## src/rtl/mux_arb_pkg.sv

```systemverilog
// Shared definitions for the round-robin arbiter in front of the 4:1 mux.
//   NREQ   : number of requesters (4)
//   SEL_W  : width of the mux select / requester index (2)
//   state_t: sequencer state (IDLE = no beat held, BUSY = beat held)
//   onehot : index -> one-hot request/grant vector
package mux_arb_pkg;

  localparam int unsigned NREQ  = 4;
  localparam int unsigned SEL_W = 2;

  typedef enum logic {
    IDLE = 1'b0,
    BUSY = 1'b1
  } state_t;

  function automatic logic [NREQ-1:0] onehot(input logic [SEL_W-1:0] idx);
    logic [NREQ-1:0] v;
    v      = '0;
    v[idx] = 1'b1;
    return v;
  endfunction

endpackage

```

## src/rtl/mux4.sv

```systemverilog
// Shared 4:1 N-bit datapath mux.
//   sel    : select
//   i0..i3 : data inputs
//   y      : selected word
module mux4 #(
  parameter int unsigned N = 8
) (
  input  logic [1:0]   sel,
  input  logic [N-1:0] i0,
  input  logic [N-1:0] i1,
  input  logic [N-1:0] i2,
  input  logic [N-1:0] i3,
  output logic [N-1:0] y
);

  always_comb begin
    y = '0;
    unique case (sel)
      2'd0: y = i0;
      2'd1: y = i1;
      2'd2: y = i2;
      2'd3: y = i3;
      default: y = '0;
    endcase
  end

endmodule

```

## src/rtl/rr_pick4.sv

```systemverilog
// Combinational round-robin picker.
//   mask  : candidate requests
//   ptr   : highest-priority index; scan order is ptr, ptr+1, ptr+2, ptr+3 (mod 4)
//   win   : first set bit in scan order (0 when nothing is set)
//   found : high when mask has any bit set
module rr_pick4
  import mux_arb_pkg::*;
(
  input  logic [NREQ-1:0]  mask,
  input  logic [SEL_W-1:0] ptr,
  output logic [SEL_W-1:0] win,
  output logic             found
);

  logic [SEL_W-1:0] idx;

  always_comb begin
    win   = '0;
    found = 1'b0;
    idx   = '0;
    for (int unsigned k = 0; k < NREQ; k++) begin
      // 2-bit add wraps naturally, giving the mod-4 scan.
      idx = ptr + SEL_W'(k);
      if (!found && mask[idx]) begin
        win   = idx;
        found = 1'b1;
      end
    end
  end

endmodule

```

## src/rtl/mux4_rr_arbiter.sv

```systemverilog
// Round-robin arbiter and sequencer for the shared 4:1 N-bit mux.
// Picks one of four requesters fairly, registers its word into a
// single-entry valid/ready output stage, and pulses gnt to the requester
// whose beat is consumed.
//   clk       : clock, rising edge
//   rst_n     : asynchronous active-low reset
//   req       : request per requester (req[k] <-> ik)
//   i0..i3    : requester words
//   s         : registered select of current/last winner
//   out_data  : registered winner word
//   out_valid : out_data holds an unconsumed beat
//   out_ready : downstream accept
//   gnt       : one-hot pulse in the acceptance cycle
module mux4_rr_arbiter
  import mux_arb_pkg::*;
#(
  parameter int unsigned N = 8
) (
  input  logic             clk,
  input  logic             rst_n,
  input  logic [NREQ-1:0]  req,
  input  logic [N-1:0]     i0,
  input  logic [N-1:0]     i1,
  input  logic [N-1:0]     i2,
  input  logic [N-1:0]     i3,
  output logic [SEL_W-1:0] s,
  output logic [N-1:0]     out_data,
  output logic             out_valid,
  input  logic             out_ready,
  output logic [NREQ-1:0]  gnt
);

  state_t           state, state_nxt;
  logic [SEL_W-1:0] ptr, ptr_nxt;
  logic [SEL_W-1:0] s_nxt;
  logic [N-1:0]     data_nxt;

  logic [NREQ-1:0]  pick_mask;
  logic [SEL_W-1:0] pick_ptr;
  logic [SEL_W-1:0] win;
  logic             found;
  logic [N-1:0]     mux_y;
  logic             accept;

  assign accept    = (state == BUSY) && out_ready;
  assign out_valid = (state == BUSY);
  assign gnt       = accept ? onehot(s) : '0;

  // One picker serves both the idle arbitration and the back-to-back
  // re-arbitration: in BUSY it sees the requests minus the current winner
  // and starts scanning from the pointer value being written this cycle.
  always_comb begin
    pick_mask = req;
    pick_ptr  = ptr;
    if (state == BUSY) begin
      pick_mask = req & ~onehot(s);
      pick_ptr  = s + SEL_W'(1);
    end
  end

  rr_pick4 u_pick (
    .mask  (pick_mask),
    .ptr   (pick_ptr),
    .win   (win),
    .found (found)
  );

  mux4 #(.N(N)) u_mux (
    .sel (win),
    .i0  (i0),
    .i1  (i1),
    .i2  (i2),
    .i3  (i3),
    .y   (mux_y)
  );

  always_comb begin
    state_nxt = state;
    ptr_nxt   = ptr;
    s_nxt     = s;
    data_nxt  = out_data;
    unique case (state)
      IDLE: begin
        if (found) begin
          s_nxt     = win;
          data_nxt  = mux_y;
          state_nxt = BUSY;
        end
      end
      BUSY: begin
        if (out_ready) begin
          ptr_nxt = s + SEL_W'(1);
          if (found) begin
            s_nxt    = win;
            data_nxt = mux_y;
          end else begin
            state_nxt = IDLE;
          end
        end
      end
      default: state_nxt = IDLE;
    endcase
  end

  always_ff @(posedge clk or negedge rst_n) begin
    if (!rst_n) begin
      state    <= IDLE;
      ptr      <= '0;
      s        <= '0;
      out_data <= '0;
    end else begin
      state    <= state_nxt;
      ptr      <= ptr_nxt;
      s        <= s_nxt;
      out_data <= data_nxt;
    end
  end

endmodule

```

## config.mk

```make
export PLATFORM = sky130hd
export DESIGN_NAME = mux4_rr_arbiter
export DESIGN_NICKNAME = d
export VERILOG_FILES = /design/src/rtl/mux_arb_pkg.sv /design/src/rtl/mux4.sv /design/src/rtl/rr_pick4.sv /design/src/rtl/mux4_rr_arbiter.sv
export SDC_FILE = /design/constraint.sdc
export NUM_CORES = 1
export LEC_CHECK = 0
export CAP_MARGIN = 20
export CORE_AREA = 2 2 73 75
export CTS_BUF_LIST = sky130_fd_sc_hd__clkbuf_4
export CTS_CLUSTER_DIAMETER = 150
export DETAILED_ROUTE_END_ITERATION = 6
export DIE_AREA = 0 0 75 77
export GPL_ROUTABILITY_DRIVEN = 0
export SLEW_MARGIN = 20
export SYNTH_ARGS = -nofsm -noshare
export SYNTH_HDL_FRONTEND = slang
export SYNTH_SLANG_ARGS = --single-unit
```

## constraint.sdc

```tcl
create_clock -name clk -period 3.1 [get_ports clk]
set_input_delay 0.62 -clock clk [delete_from_list [all_inputs] [get_ports clk]]
set_output_delay 0.62 -clock clk [all_outputs]
set_load 0.05 [all_outputs]
```

==> results.toml <==
[synthesis]
avg_synthesized_cell_area_um2 = 9.56
post-synth-top-count-cell = "a221oi_1"
yosysTopAreaCellShare = 0.243
top_post_synthesis_cells_by_count = "a221oi_1 (24), inv_1 (19), dfrtp_1 (13)"
synth_edf_count = 0
post_synth_inst_count = 140
yosys_register_bits = 13
async_flop_share = 1.00
number_of_different_library_cells_in_the_post_synthesis_netlist = 44
synth.net_count = 183
dominantRegCellSynth = "dfrtp_1"
synthTopCellsByArea = "dfrtp_1 (24%), a221oi_1 (16%), inv_1 (5.3%), a2111oi_0 (4.6%), o31ai_1 (4.5%)"
yosys_warnings = 0
syn_area_um2 = 1340
netlist.top_cell.by_area = "dfrtp_1"
synth_seq_area_share = 0.243

[cts]
cts.repair_timing.setup_buffer_count = 0
ctsHtreeMaxLevel = 1
cts_buffers = 3
cts_max_path_buffers = 2
postCtsResizedCells = 0
cts_hold_buf = 0
cts.root.buffer_cell = "clkbuf_4"
cts_tree = "done"
worstSkewPairLatency_ns = 0.28
clock-sinks = 13
clock_slew_at_the_register_clock_pins_of_the_worst_setup_and_hold_paths_ns = 0.08

[drt]
drc_errors = 0
postRouteWirelength_um = 3920
drt.antenna.violating_nets = 0
num_vias = 1375
drt-initial-drc-count = 51
routed_wire_length_per_instance_um = 14.9
tritonroute_pass_1_iters = 4
route.detailed.vias_per_inst = 5.23

[grt]
number_of_global_route_vias_before_repair = 1297
antenna_found_initial = 0
grt_first_pass_wirelength_um = 6270
grt_start_max_net_pins = 23
grt_remaining_overflow = 0
globalRouteTotalUtil = 0.138

[power]
ir_drop_v = 0.000346
power_per_cell_area_nw_per_um2 = 1060
power_leakage_nw = 0.788

[finish]
post_route_cells_drive_above_1_share = 0.140
final_area_um2 = 1950
final_net_count = 237
n_antenna_cell = 0
finish.utilization = 0.393
layout-area-overhead-vs-synth_pct = 46.0

[floorplan]
floorplan.initialDensity = 0.269
die-height_um = 77
fp.dieW_um = 75
boundaryPins = 54
row_count = 26
core_region_area_um2 = 4980
floorplan.die_area_um2 = 5780

[critical_path]
cp_max_fo = 17
timing.critical_path.slowest_cell_delay_ns = 0.62
critical_path_required_ns = 3.26
worst_setup_path_category = "in2reg"
critPathLaunchType = "primary input"
critical_path.endpoint_type = "flip-flop"
cp.arrival_ns = 2.73
cp_cell_sequence = "clkdlybuf4s50_1 -> a21boi_1 -> a32oi_4 -> a22o_4 -> a2111oi_0 -> o31ai_1"
crit_slowest_cell = "clkdlybuf4s50_1"

[flow_run]
cap_viol_max_count = 0

[timing]
worst_pin_slew_ns = 0.607
period_share = 0.829
timing.max_slew.rel_slack = 0.593
finalHoldViolations = 0
max_freq_mhz = 389
finalCriticalPeriod_ns = 2.57
final_setup_violation_count = 0
fin_tns_setup_ns = 0
clock_skew_ns = 0.00909
grt_setup_unrepaired = "false"
slew_violations = 0

[placed_design]
placed_area_um2 = 1920
dpl_wire_length_um = 3160
portBuffers = 53

[hold_path]
timing.hold.worst.class = "reg2reg"

[run_status]
outcome = "completed"
[per-layer routing]
layer,share of wire,GRT usage,wire (um),vias up
li1,-,-,-,676
met1,0.46,0.182,1800,645
met2,0.48,0.230,1900,50
met3,0.045,0.0197,175,4
met4,0.013,0.0393,50,0
met5,0,0,0,-
[cells by family (layout without fill, tap and decap cells)]
kind of cell,count (synthesis),after routing,share of synthesized area
AOI/OAI and AO/OA,71,71,0.499
muxes,3,3,0.0243
DFF,13,13,0.243
buffers and inverters,29,82,0.104
adders and majority gates,4,4,0.0374
and+or+nand+nor,20,20,0.0925
[registers in the layout (all words and copies together), names as in the netlist]
| register | cells |
|---|---|
| out_data | 8 |
| s | 2 |
| out_valid | 1 |
| ptr | 2 |
[power by group]
part           switching, mW  leakage, nW  internal, mW
combinational           1.01        0.615         0.636
clock                 0.0547       0.0184        0.0587
sequential            0.0667        0.154         0.254
[critical path: cells and delay by family]
kind,cells,cell delay [ns]
AO/OA/AOI/OAI,5,1.49
buffers and inverters,1,0.62
[stage by stage]
| stage | setup slack [ns] | power [mW] | std cells | hold WS [ns] |
|---|---|---|---|---|
| after floorplan | 0.535 | 1.57 | 140 | 0.324 |
| after global placement | 0.309 | 1.95 | 259 | 0.500 |
| after detailed placement | 0.240 | 1.97 | 259 | 0.509 |
| after CTS | 0.529 | 2.08 | 263 | 0.528 |
| after global routing | 0.236 | 2.24 | 263 | 0.565 |
| final | 0.531 | 2.08 | 263 | 0.525 |
[placed cells by master, fill, tap and decap left out, types with 3 or more instances in the layout]
cell type	count
o21ai_0	11
and3_1	4
dfrtp_1	13
a221oi_1	24
nand2_1	3
o31ai_1	8
a2111oi_0	7
clkbuf_4	4
buf_4	10
ha_1	4
clkdlybuf4s50_1	49
inv_1	19
[path summary, 6_finish.rpt]
kind                                   from           to  slack (ns)  cells past startpoint
worst max-delay path                 req[2]  out_data[4]        0.53                      6
worst min-delay path            out_data[7]  out_data[7]        0.53                      2
worst max register to register         s[1]  out_data[4]        0.58                      7
worst min register to register  out_data[7]  out_data[7]        0.53                      2
max in group asynchronous             rst_n       ptr[0]        2.01                      1
min in group asynchronous             rst_n  out_data[2]        0.70                      1
[final cells by class]
cell class | count | area (um^2)
fill | 524 | 3020
multi-input combinational | 98 | 875
timing repair buffer | 59 | 566
sequential | 13 | 325
tap | 70 | 87.6
inverter | 19 | 71.3
clock buffer | 4 | 30.0
(Power assumes the default switching activity.)
